[src/rtl/sync_fifo_param_if.sv]
// Handshake bundle for sync_fifo_param: write/read requests, control and status.
interface sync_fifo_param_if #(
  parameter int DATA_W = 16,
  parameter int DEPTH  = 8
);
  localparam int LVL_W = $clog2(DEPTH) + 1;

  logic              WrEn;
  logic [DATA_W-1:0] WrData;
  logic              RdEn;
  logic [DATA_W-1:0] RdData;
  logic              RdValid;
  logic              Flush;
  logic              ClrErr;
  logic [LVL_W-1:0]  Level;
  logic              Full;
  logic              AlmostFull;
  logic              Empty;
  logic              AlmostEmpty;
  logic              Overflow;
  logic              Underflow;

  modport master (
    output WrEn, WrData, RdEn, Flush, ClrErr,
    input  RdData, RdValid, Level, Full, AlmostFull, Empty, AlmostEmpty,
           Overflow, Underflow
  );

  modport slave (
    input  WrEn, WrData, RdEn, Flush, ClrErr,
    output RdData, RdValid, Level, Full, AlmostFull, Empty, AlmostEmpty,
           Overflow, Underflow
  );
endinterface

[src/rtl/sync_fifo_param.sv]
// Single-clock parametrised FIFO with registered read data, fill level,
// almost-full/almost-empty thresholds, sticky error flags and synchronous flush.
module sync_fifo_param #(
  parameter int DATA_W    = 16,
  parameter int DEPTH     = 8,
  parameter int AF_THRESH = 5,
  parameter int AE_THRESH = 1
) (
  input logic              Clk,
  input logic              nReset,
  sync_fifo_param_if.slave bus
);
  localparam int AW = $clog2(DEPTH);
  localparam int LW = AW + 1;

  localparam logic [LW-1:0] LVL_FULL = LW'(DEPTH);
  localparam logic [LW-1:0] LVL_AF   = LW'(AF_THRESH);
  localparam logic [LW-1:0] LVL_AE   = LW'(AE_THRESH);
  localparam logic [LW-1:0] LVL_ONE  = LW'(1);
  localparam logic [AW-1:0] PTR_ONE  = AW'(1);

  logic [DATA_W-1:0] mem_q [DEPTH];

  logic [AW-1:0]     wptr_q, wptr_d;
  logic [AW-1:0]     rptr_q, rptr_d;
  logic [LW-1:0]     level_q, level_d;
  logic [DATA_W-1:0] rd_data_q, rd_data_d;
  logic              rd_valid_q, rd_valid_d;
  logic              ovf_q, ovf_d;
  logic              udf_q, udf_d;

  logic empty, full, rd_acc, wr_acc;

  assign empty  = (level_q == '0);
  assign full   = (level_q == LVL_FULL);
  // Flush masks both requests so nothing moves and no error is recorded.
  assign rd_acc = bus.RdEn & ~empty & ~bus.Flush;
  // A full FIFO still takes a write when a read frees a slot in the same cycle.
  assign wr_acc = bus.WrEn & (~full | rd_acc) & ~bus.Flush;

  // Next-state: pointers, level, read data and sticky error flags.
  always_comb begin
    wptr_d     = wptr_q;
    rptr_d     = rptr_q;
    level_d    = level_q;
    rd_data_d  = rd_data_q;
    rd_valid_d = 1'b0;
    ovf_d      = ovf_q;
    udf_d      = udf_q;

    if (bus.Flush) begin
      // Read data and error flags deliberately survive a flush.
      wptr_d  = '0;
      rptr_d  = '0;
      level_d = '0;
    end else begin
      if (wr_acc) begin
        wptr_d = wptr_q + PTR_ONE;
      end
      if (rd_acc) begin
        rptr_d     = rptr_q + PTR_ONE;
        rd_data_d  = mem_q[rptr_q];
        rd_valid_d = 1'b1;
      end
      case ({wr_acc, rd_acc})
        2'b10:   level_d = level_q + LVL_ONE;
        2'b01:   level_d = level_q - LVL_ONE;
        default: level_d = level_q;
      endcase
      // Clear first so a same-cycle set condition wins.
      if (bus.ClrErr) begin
        ovf_d = 1'b0;
        udf_d = 1'b0;
      end
      if (bus.WrEn & ~wr_acc) begin
        ovf_d = 1'b1;
      end
      if (bus.RdEn & ~rd_acc) begin
        udf_d = 1'b1;
      end
    end
  end

  // Storage write; contents are intentionally not reset.
  always_ff @(posedge Clk) begin
    if (wr_acc) begin
      mem_q[wptr_q] <= bus.WrData;
    end
  end

  // State registers with asynchronous active-low reset.
  always_ff @(posedge Clk or negedge nReset) begin
    if (!nReset) begin
      wptr_q     <= '0;
      rptr_q     <= '0;
      level_q    <= '0;
      rd_data_q  <= '0;
      rd_valid_q <= 1'b0;
      ovf_q      <= 1'b0;
      udf_q      <= 1'b0;
    end else begin
      wptr_q     <= wptr_d;
      rptr_q     <= rptr_d;
      level_q    <= level_d;
      rd_data_q  <= rd_data_d;
      rd_valid_q <= rd_valid_d;
      ovf_q      <= ovf_d;
      udf_q      <= udf_d;
    end
  end

  assign bus.RdData      = rd_data_q;
  assign bus.RdValid     = rd_valid_q;
  assign bus.Level       = level_q;
  assign bus.Full        = full;
  assign bus.AlmostFull  = (level_q >= LVL_AF);
  assign bus.Empty       = empty;
  assign bus.AlmostEmpty = (level_q <= LVL_AE);
  assign bus.Overflow    = ovf_q;
  assign bus.Underflow   = udf_q;
endmodule
[src/flat_wrapper.sv]
// flat-port wrapper written by rule: the top's interface ports become plain ports
module sync_fifo_param_flat 
#(
  parameter int DATA_W    = 16,
  parameter int DEPTH     = 8,
  parameter int AF_THRESH = 5,
  parameter int AE_THRESH = 1
)
  (Clk, nReset, bus_WrEn, bus_WrData, bus_RdEn, bus_Flush, bus_ClrErr, bus_RdData, bus_RdValid, bus_Level, bus_Full, bus_AlmostFull, bus_Empty, bus_AlmostEmpty, bus_Overflow, bus_Underflow);
  sync_fifo_param_if #(.DATA_W(DATA_W), .DEPTH(DEPTH)) bus_i ();
  input logic Clk;
  input logic nReset;
  input wire logic [$bits(bus_i.WrEn)-1:0] bus_WrEn;
  input wire logic [$bits(bus_i.WrData)-1:0] bus_WrData;
  input wire logic [$bits(bus_i.RdEn)-1:0] bus_RdEn;
  input wire logic [$bits(bus_i.Flush)-1:0] bus_Flush;
  input wire logic [$bits(bus_i.ClrErr)-1:0] bus_ClrErr;
  output wire logic [$bits(bus_i.RdData)-1:0] bus_RdData;
  output wire logic [$bits(bus_i.RdValid)-1:0] bus_RdValid;
  output wire logic [$bits(bus_i.Level)-1:0] bus_Level;
  output wire logic [$bits(bus_i.Full)-1:0] bus_Full;
  output wire logic [$bits(bus_i.AlmostFull)-1:0] bus_AlmostFull;
  output wire logic [$bits(bus_i.Empty)-1:0] bus_Empty;
  output wire logic [$bits(bus_i.AlmostEmpty)-1:0] bus_AlmostEmpty;
  output wire logic [$bits(bus_i.Overflow)-1:0] bus_Overflow;
  output wire logic [$bits(bus_i.Underflow)-1:0] bus_Underflow;
  assign bus_i.WrEn = bus_WrEn;
  assign bus_i.WrData = bus_WrData;
  assign bus_i.RdEn = bus_RdEn;
  assign bus_i.Flush = bus_Flush;
  assign bus_i.ClrErr = bus_ClrErr;
  assign bus_RdData = bus_i.RdData;
  assign bus_RdValid = bus_i.RdValid;
  assign bus_Level = bus_i.Level;
  assign bus_Full = bus_i.Full;
  assign bus_AlmostFull = bus_i.AlmostFull;
  assign bus_Empty = bus_i.Empty;
  assign bus_AlmostEmpty = bus_i.AlmostEmpty;
  assign bus_Overflow = bus_i.Overflow;
  assign bus_Underflow = bus_i.Underflow;
  sync_fifo_param #(.DATA_W(DATA_W), .DEPTH(DEPTH), .AF_THRESH(AF_THRESH), .AE_THRESH(AE_THRESH)) u_core (.Clk(Clk), .nReset(nReset), .bus(bus_i));
endmodule
[config.mk]
export PLATFORM = sky130hd
export DESIGN_NAME = sync_fifo_param_flat
export DESIGN_NICKNAME = d
export VERILOG_FILES = /design/src/rtl/sync_fifo_param_if.sv /design/src/rtl/sync_fifo_param.sv /design/src/flat_wrapper.sv
export SDC_FILE = /design/constraint.sdc
export NUM_CORES = 1
export LEC_CHECK = 0
export CORE_ASPECT_RATIO = 1.75
export CORE_MARGIN = 1
export CORE_UTILIZATION = 50
export CTS_CLUSTER_DIAMETER = 200
export DETAILED_ROUTE_END_ITERATION = 10
export PLACE_DENSITY = 0.82
export SLEW_MARGIN = 20
export SYNTH_ARGS = -nofsm -noshare
export SYNTH_HDL_FRONTEND = slang
export SYNTH_SLANG_ARGS = --single-unit
[constraint.sdc]
create_clock -name Clk -period 3.95 [get_ports Clk]
set_input_delay 0.9875 -clock Clk [delete_from_list [all_inputs] [get_ports Clk]]
set_output_delay 0.9875 -clock Clk [all_outputs]
set_load 0.01 [all_outputs]
* Yosys cells after proc, flatten, opt, wreduce, memory -nomap -nowiden
Memories as Yosys holds them, arrays and structs flattened. A register that Yosys moved wholly into a read port is not among the register bits.
Cells that the tools add are included.
** Word-level totals
- Register bits after elaboration :: 13
- Memory bits (writable) :: 128
- Input bits :: 22
- Output and inout port bits :: 27
- Logic and storage cells :: 51
- Memories :: 1
** Memories
- u_core.mem_q :: words 8, bits a word 16, rd ports 1, clocked after Yosys merged registers in 1, write ports 1, RTL line sync_fifo_param.sv:22 : logic [DATA_W-1:0] mem_q [DEPTH];
** Operators by class
- Add/subtract/negate cells :: 4
- $lt $le $gt $ge :: 2
- Equality and inequality tests :: 3
- Mux-type cells :: 13
- Bitwise operators :: 12
- Reduce and logical (&&, ||, !) cells :: 10
** Operators with widths (count)
- 3-bit 2-to-1 mux :: 4
- 4-bit case mux with 2 select lines :: 1
- 2-bit nonzero test :: 4
- 1-bit 2-to-1 mux :: 7
- 3-bit by 1-bit adder with 3-bit output (second input constant) :: 2
- 1-bit AND :: 6
- 2-bit AND reduction :: 3
- 1-bit NOT :: 5
- 4-bit by 1-bit adder with 4-bit output (second input constant) :: 1
- 4-bit equality test (second input constant) :: 1
- 4-bit by 3-bit greater-or-equal comparator with 1-bit output (second input constant) :: 1
- 4-bit by 1-bit less-or-equal comparator with 1-bit output (second input constant) :: 1
- 4-bit logical NOT :: 1
- 4-bit 2-to-1 mux :: 1
- 4-bit by 1-bit subtractor with 4-bit output (second input constant) :: 1
- 3-bit nonzero test :: 1
- 2-bit by 1-bit equality test with 1-bit output (second input constant) :: 1
- 2-bit equality test (second input constant) :: 1
- 1-bit logical NOT :: 1
- 1-bit OR :: 1

* Logic depth before layout (Yosys ltp)
Gate-level depths: netlist of run 1.
- Depth in word-level cells :: 11
- Gate-level depth with buffers :: 9
- Gate-level depth less buffers :: 7

* Worst setup path after synthesis of run 1
Ideal clock, no wire load.
- Path type :: in2reg
- Start point :: in bus_Flush
- End point :: mem u_core.mem_q[1][0], enable pin
- Library setup time :: 0.409 ns
- Data arrival time :: 2.781 ns
- Data required time :: 3.541 ns
- Slack :: 0.760 ns
- Cell stages on the path :: 3
- Buffers on the path :: 1
- Path through :: clkbuf_1 -> or3b_2 -> nor3_1
** On the way
- Cells in the longest elaborated chain, start to end :: 7
** Ends and longest elaborated chain
- start, declared :: RTL line flat_wrapper.sv:16 : input wire logic [$bits(bus_i.Flush)-1:0] bus_Flush;
- 1-bit NOT (no line) *
- 1-bit AND :: RTL line sync_fifo_param.sv:37 : assign rd_acc = bus.RdEn & ~empty & ~bus.Flush;
- 1-bit OR :: RTL line sync_fifo_param.sv:39 : assign wr_acc = bus.WrEn & (~full | rd_acc) & ~bus.Flush;
- 1-bit AND :: RTL line sync_fifo_param.sv:39
- 1-bit AND * :: RTL line sync_fifo_param.sv:39
- 1-bit 2-to-1 mux * :: RTL line sync_fifo_param.sv:86 : if (wr_acc) begin
- 1-bit 2-to-1 mux (not written as such) * :: RTL line sync_fifo_param.sv:87 : mem_q[wptr_q] <= bus.WrData;
- end, declared :: RTL line sync_fifo_param.sv:22
Mark *: on every way between the ends. The rest lies on a longest branch, timed or not.

* Final worst setup path of run 1
- Start point :: reg u_core.level_q[1], in the netlist u_core.bus.Level[1]
- End point :: out bus_Empty
** On the way
- Cells in the longest elaborated chain, start to end :: 1
** Ends and longest elaborated chain
- start, declared :: RTL line sync_fifo_param.sv:26 : logic [LW-1:0] level_q, level_d;
- start signal, assigned :: RTL line sync_fifo_param.sv:104 : level_q <= level_d;
- 4-bit logical NOT :: RTL line sync_fifo_param.sv:34 : assign empty = (level_q == '0);
- end, declared :: RTL line flat_wrapper.sv:23 : output wire logic [$bits(bus_i.Empty)-1:0] bus_Empty;
No other way between the ends.

==> results by group, run 1 <==
Drt
  – Mean number of vias per cell: 5.57
  – Violation count after the first detailed-routing iteration: 220
  – Vias after detailed routing: 3287
  – Number of iterations in the first detailed-routing pass: 5
  – Count of nets left with antenna violations after detail routing: 0
  – Final routed wire length divided by cell count: 20.4 um
  – Post-route DRC: 0
  – Final wirelength: 12000 um

Finish
  – # fillers: 861
  – Final core utilization: 0.627
  – Number of nets in the final layout: 439
  – Share of layout cells above drive strength 1: 0.202
  – Antenna Diode Count: 0
  – Synthesis-to-finish area growth: 21.0%

Timing
  – Post-Route Setup TNS: 0 ns
  – Transition time at the pin with the least slew margin: 1.08 ns
  – Max Freq: 0.290 GHz
  – Tcrit/Tclk final: 0.874
  – Unrepaired setup endpoints after global routing: false
  – Final hold violation count: 0
  – Clock period minus worst slack: 3.45 ns
  – Total of endpoints with negative setup slack in the final report: 0
  – Max-slew violation count: 0
  – Clock tree skew after final layout: 0.00689 ns
  – Slew Limit Headroom: 0.278

Synth
  – Most common cell in the netlist: edfxtp_1
  – Compound-cell area share of the yosys netlist: 0.0374
  – Mapped Avg Cell Area: 18.0 um2
  – Combinational family with the most area after synthesis: multiplexers
  – Synth top area share: 0.615
  – Post-synthesis cell type count: 44
  – Multiplexer share of the synthesized area: 0.145
  – Cells after Synth: 347
  – Xor/xnor cell area share of the yosys netlist: 0.00700
  – Flip-flop and latch count after synthesis: 157
  – Post-synth EDFFs: 128
  – Number of warnings printed during yosys synthesis: 0
  – Sequential-to-total area share from yosys stat: 0.731
  – Synth Area in Simple Gates: 0.0512
  – Adder and majority cell fraction of the synthesized area: 0.0100
  – Post-Syn Area: 0.00625 mm2
  – Top_reg_cell synth: edfxtp_1
  – Cell types occupying the most area after synthesis: edfxtp_1 (61%), dfrtp_1 (12%), mux4_2 (12%), mux2i_1 (2.7%), nor2_1 (1.9%)
  – Cell type with the highest aggregate area in the netlist: edfxtp_1
  – Asr flop ratio synth: 0.185
  – Top post-synthesis cells by count: edfxtp_1 (128), mux4_2 (32), nor2_1 (31), dfrtp_1 (29), a21oi_1 (20)
  – Synth Net Count: 374

Die
  – Number of ports placed on the die boundary: 49
  – Initial Util: 0.518
  – Number of standard-cell rows in the floorplan: 53
  – Area of the core region: 0.0121 mm2
  – Die ar.: 0.0130 mm2
  – Die boundary width: 86.5 um
  – Die height: 150 um

Power
  – Net switching share of the total power: 0.241
  – Cell-internal power: 3.33 mW
  – Worst supply voltage drop on vdd: 0.000357 V
  – Comb pwr share: 0.183
  – Clock network fraction of total power: 0.353
  – Pleak: 2.55 nW
  – Switching Power: 1.06 mW
  – Power density over the cells: 579 mW/mm2
  – Sequential share of power: 0.463
  – Sum of internal, switching and leakage power: 4.38 mW

Job
  – Max-Cap Viols: 0

Placed design
  – Count of port buffers added during placement: 48
  – Sum of net half-perimeters after detailed placement: 8060 um
  – Final weighted congestion of routability-driven global placement: 0.946

GRT
  – Global-route usage over all layers: 0.212
  – Grt ovf: 0
  – Number of global-route vias before repair: 3573
  – Maximum number of pins on one net before global-route repair: 36
  – Initial antenna violation count: 0
  – Global-route wire length before repair: 19100 um

Clock network
  – H-Tree Level Count: 4
  – Root Buffer: clkbuf_16
  – CTS tree: built
  – Maximum clock insertion buffer count: 2
  – Hold Buf Count CTS: 0
  – Clock slew at reported path FFs: 0.06 ns
  – Worst-skew pair later-pin latency: 0.41 ns
  – Setup repair bufs after CTS: 0
  – Number of clock sinks: 157
  – Count of instances resized after the clock tree is built: 0
  – Number of clock buffers inserted by TritonCTS: 17

Worst setup path
  – Critical Path AT: 2.47 ns
  – Worst Setup End Kind: primary output
  – Critical path class: reg -> out
  – Startpoint type of the worst setup path: register
  – Worst endpoint required time: 2.96 ns
  – CP max FO: 9

Run status
  – Status: finished, final reports clean

Min path
  – Worst min-delay path class: reg -> reg
-- flip-flops by register name, indices dropped and copies added (netlist names) --
| signal | flops |
|---|---|
| u_core.bus.Underflow | 1 |
| u_core.wptr_q | 3 |
| u_core.bus.Overflow | 1 |
| u_core.bus.Level | 4 |
| u_core.bus.RdData | 16 |
| u_core.rptr_q | 3 |
| u_core.bus.RdValid | 1 |
| u_core.mem_q | 128 |
-- worst max-delay path, stage by stage (launching register included) --
cell	delay [ns]
dfrtp_1	0.45
inv_1	0.12
ha_1	0.29
or3b_1	0.50
inv_2	0.14
clkdlybuf4s50_1	0.54
-- routing by layer --
metal  vias up  global-route usage  routed length [um]  part of all wire
li1       1488                   -                   -                 -
met1      1668               0.234                4120              0.34
met2       119               0.369                6960              0.58
met3        12              0.0629                 702             0.058
met4         0               0.102                 234             0.019
met5         -                   0                   0                 0
-- power by group through the flow --
stage                     clock, mW  combinational, mW  sequential, mW
after floorplan                   0              0.474            2.05
after global placement            0              0.790            2.06
after detailed placement          0              0.809            2.07
after CTS                      1.58              0.813            2.04
after global routing           1.65              0.873            2.06
final                          1.55              0.803            2.03
-- layout make-up --
type	count	area [um2]	area share
clock buffer	21	460	0.0609
tap	165	206	0.0273
clock inverter	11	118	0.0155
multi-input combinational	165	1580	0.208
sequential	157	4570	0.604
timing repair buffer	66	616	0.0814
inverter	5	18.8	0.00248
-- path summary, 6_finish.rpt --
path                       slack, ns                  start                     to  cells after the start
max in group asynchronous       2.37                 nReset  u_core.bus.RdData[12]                      2
min in group asynchronous       0.96                 nReset   u_core.bus.RdData[8]                      1
hold / removal                  0.52  u_core.bus.RdData[15]  u_core.bus.RdData[15]                      2
setup / recovery                0.50    u_core.bus.Level[1]              bus_Empty                      5
setup reg to reg                1.29    u_core.bus.Level[0]     u_core.mem_q[4][3]                      7
hold reg to reg                 0.52  u_core.bus.RdData[15]  u_core.bus.RdData[15]                      2
-- per-stage QoR --
step	cell area [um2]	worst slack (ns)	std cells	hold slack, ns
finish	7570	0.497	590	0.524
global placement	6990	0.884	558	0.496
CTS	7570	0.491	590	0.531
detailed placement	6990	0.809	558	0.519
global route	7570	0.364	590	0.545
floorplan	6250	0.760	347	0.506
-- cells by family (layout without fill, tap and decap cells) --
group | Yosys count | after routing
adders and majority gates | 5 | 5
buffers and inverters | 25 | 103
DFF | 157 | 157
AOI/OAI and AO/OA | 38 | 38
xor gates and xnor gates | 5 | 5
and+or+nand+nor | 67 | 67
muxes | 50 | 50
-- cells in the final DEF, fill, tap and decap left out, types with 5 or more instances in the layout --
master / instances
edfxtp_1: 128
clkdlybuf4s50_1: 48
mux4_2: 32
nor2_1: 31
dfrtp_1: 28
a21oi_1: 20
buf_4: 18
mux2i_1: 17
clkbuf_16: 17
nand2_1: 7
nand2b_1: 6
nand3_1: 5
ha_1: 5
Note: power is estimated with default switching activity, not from simulation.
==> run 2: changes to the inputs <==
--- a/config.mk
+++ b/config.mk
@@ -7,11 +7,12 @@
 export LEC_CHECK = 0
 export CORE_ASPECT_RATIO = 1.75
 export CORE_MARGIN = 1
-export CORE_UTILIZATION = 50
+export CORE_UTILIZATION = 45
 export CTS_CLUSTER_DIAMETER = 200
 export DETAILED_ROUTE_END_ITERATION = 10
-export PLACE_DENSITY = 0.82
+export PLACE_DENSITY = 0.76
 export SLEW_MARGIN = 20
 export SYNTH_ARGS = -nofsm -noshare
 export SYNTH_HDL_FRONTEND = slang
 export SYNTH_SLANG_ARGS = --single-unit
+export TNS_END_PERCENT = 50
==> results by group, run 2 (synthesized netlist as in run 1, its figures left out) <==
Run status
  – Status: finished, final reports clean

Finish
  – Antenna Diode Count: 0 (unchanged)
  – Synthesis-to-finish area growth: 20.8% (about the same)
  – Share of layout cells above drive strength 1: 0.198 (-0.00471)
  – # fillers: 1024 (+19%)
  – Area taken by multi-input logic gates: 0.00158 mm2 (unchanged)
  – Area taken by flip-flops and latches: 0.00457 mm2 (unchanged)
  – Number of nets in the final layout: 439 (unchanged)
  – Most common cell after layout, fill and taps aside: edfxtp_1
  – Max FFs per register: 128 (unchanged)
  – Top library cells by usage in the layout, fill and taps aside: edfxtp_1 (128), clkdlybuf4s50_1 (48), mux4_2 (32)
  – Register name with the most flops: u_core.mem_q

Clock network
  – Number of clock sinks: 157 (unchanged)
  – Root Buffer: clkbuf_16
  – Clock slew at reported path FFs: 0.06 ns (about the same)
  – Number of clock buffers inserted by TritonCTS: 17 (unchanged)
  – Setup repair bufs after CTS: 0 (unchanged)
  – Worst-skew pair later-pin latency: 0.42 ns (about the same)
  – Hold Buf Count CTS: 0 (unchanged)
  – H-Tree Level Count: 4 (unchanged)
  – CTS tree: built
  – Maximum clock insertion buffer count: 2 (unchanged)
  – Count of instances resized after the clock tree is built: 0 (unchanged)

GRT
  – Grt ovf: 0 (unchanged)
  – Global-route usage over all layers: 0.182 (-0.0301)
  – Initial antenna violation count: 0 (unchanged)
  – Global-route wire length before repair: 18800 um (-1.6%)
  – Number of global-route vias before repair: 3358 (-6.0%)
  – Maximum number of pins on one net before global-route repair: 25 (-31%)

Worst setup path
  – Reg2Reg Setup Slack: 1.36 ns (+0.07 ns)
  – Endpoint of the worst-slack reg-to-reg timing path: u_core.mem_q[1][0]
  – R2r startpoint: u_core.bus.Level[0]
  – Startpoint type of the worst setup path: register
  – Worst endpoint required time: 2.96 ns (about the same)
  – Launching element of the worst setup path: u_core.bus.Level[1]
  – Critical Path AT: 2.52 ns (+0.05 ns)
  – Critical Path Sink: bus_Empty
  – Worst Setup End Kind: primary output
  – Critical path class: reg -> out
  – Cell count of the worst reg-to-reg path: 7 (unchanged)
  – CP max FO: 9 (unchanged)

Timing
  – Clock tree skew after final layout: 0.00490 ns (-0.00199 ns)
  – Slew Limit Headroom: 0.257 (-0.0211)
  – Unrepaired setup endpoints after global routing: false
  – Clock period minus worst slack: 3.50 ns (+0.0513 ns)
  – Post-Route Setup TNS: 0 ns (unchanged)
  – Max Freq: 0.285 GHz (-1.5%)
  – Total of endpoints with negative setup slack in the final report: 0 (unchanged)
  – Transition time at the pin with the least slew margin: 1.11 ns (+0.0316 ns)
  – Final hold violation count: 0 (unchanged)
  – Max-slew violation count: 0 (unchanged)
  – Tcrit/Tclk final: 0.887 (+0.0130)

Job
  – Max-Cap Viols: 0 (unchanged)

Drt
  – Mean number of vias per cell: 5.44 (-2.3%)
  – Final routed wire length divided by cell count: 20.0 um (-1.8%)
  – Count of nets left with antenna violations after detail routing: 0 (unchanged)
  – Violation count after the first detailed-routing iteration: 186 (-15%)
  – Final wirelength: 12000 um (-0.26%)
  – Vias after detailed routing: 3261 (-0.79%)
  – Post-route DRC: 0 (unchanged)
  – Number of iterations in the first detailed-routing pass: 4 (-1)

Die
  – Number of standard-cell rows in the floorplan: 56 (+5.7%)
  – Die height: 158 um (+5.3%)
  – Area of the core region: 0.0135 mm2 (+11%)
  – Die boundary width: 91.1 um (+5.3%)
  – Number of ports placed on the die boundary: 49 (unchanged)
  – Die ar.: 0.0144 mm2 (+11%)
  – Initial Util: 0.465 (-0.0533)

Power
  – Pleak: 2.54 nW (-0.23%)
  – Worst supply voltage drop on vdd: 0.000405 V (+14%)
  – Sum of internal, switching and leakage power: 4.37 mW (-0.26%)
  – Power density over the cells: 578 mW/mm2 (-0.16%)

Placed design
  – Sum of net half-perimeters after detailed placement: 8160 um (+1.3%)
  – Final weighted congestion of routability-driven global placement: 0.934 (-1.3%)
  – Count of port buffers added during placement: 48 (unchanged)

Min path
  – Worst min-delay path class: reg -> reg
run 2: cell count changes in the layout (fill, tap and decap cells not counted):
cell,change
clkbuf_8,-2
clkinv_4,+1
clkinv_1,+1
clkinvlp_4,-1
clkbuf_1,+1
run 2: final cells by class:
type | instances | area share
clock buffer | 20 | 0.0578
clock inverter | 12 | 0.0162
inverter | 5 | 0.00248
multi-input combinational | 165 | 0.209
sequential | 157 | 0.605
tap | 174 | 0.0288
timing repair buffer | 66 | 0.0814
run 2: critical path: stages, from the launching register on:
cell and delay (ns):
dfrtp_1 0.44, inv_1 0.13, ha_1 0.31, or3b_1 0.51
inv_2 0.16, clkdlybuf4s50_1 0.55
run 2: power by group:
group / switching, mW / internal, mW
clock network: 0.606 / 0.922
registers: 0.124 / 1.91
logic: 0.350 / 0.456
run 2: worst min-delay path by stage:
| stage | start | to | slack (ns) | cells after the start |
|---|---|---|---|---|
| floorplan | u_core.bus.Overflow | u_core.bus.Overflow | 0.51 | 2 |
| global placement | u_core.bus.Overflow | u_core.bus.Overflow | 0.49 | 2 |
| detailed placement | u_core.bus.Overflow | u_core.bus.Overflow | 0.50 | 2 |
| CTS | u_core.bus.Overflow | u_core.bus.Overflow | 0.51 | 2 |
| global route | u_core.bus.Underflow | u_core.bus.Underflow | 0.53 | 2 |
| finish | u_core.bus.Overflow | u_core.bus.Overflow | 0.50 | 2 |
run 2: routing by layer:
metal  track usage  part of all wire  up-vias
met1         0.223              0.41     1656
met3        0.0466             0.038       20
met2         0.308              0.53       92
li1              -                 -     1493
met4        0.0748             0.021        0
met5             0                 0        -
run 2: metrics by stage:
stage	std cells	hold slack [ns]	worst slack [ns]	cell area [um2]	util
after global routing	599	0.534	0.333	7560	0.562
after detailed placement	567	0.496	0.688	7000	0.520
final	599	0.502	0.446	7560	0.562
after floorplan	347	0.506	0.760	6250	-
after CTS	599	0.510	0.464	7560	0.562
after global placement	567	0.495	0.725	7000	0.520
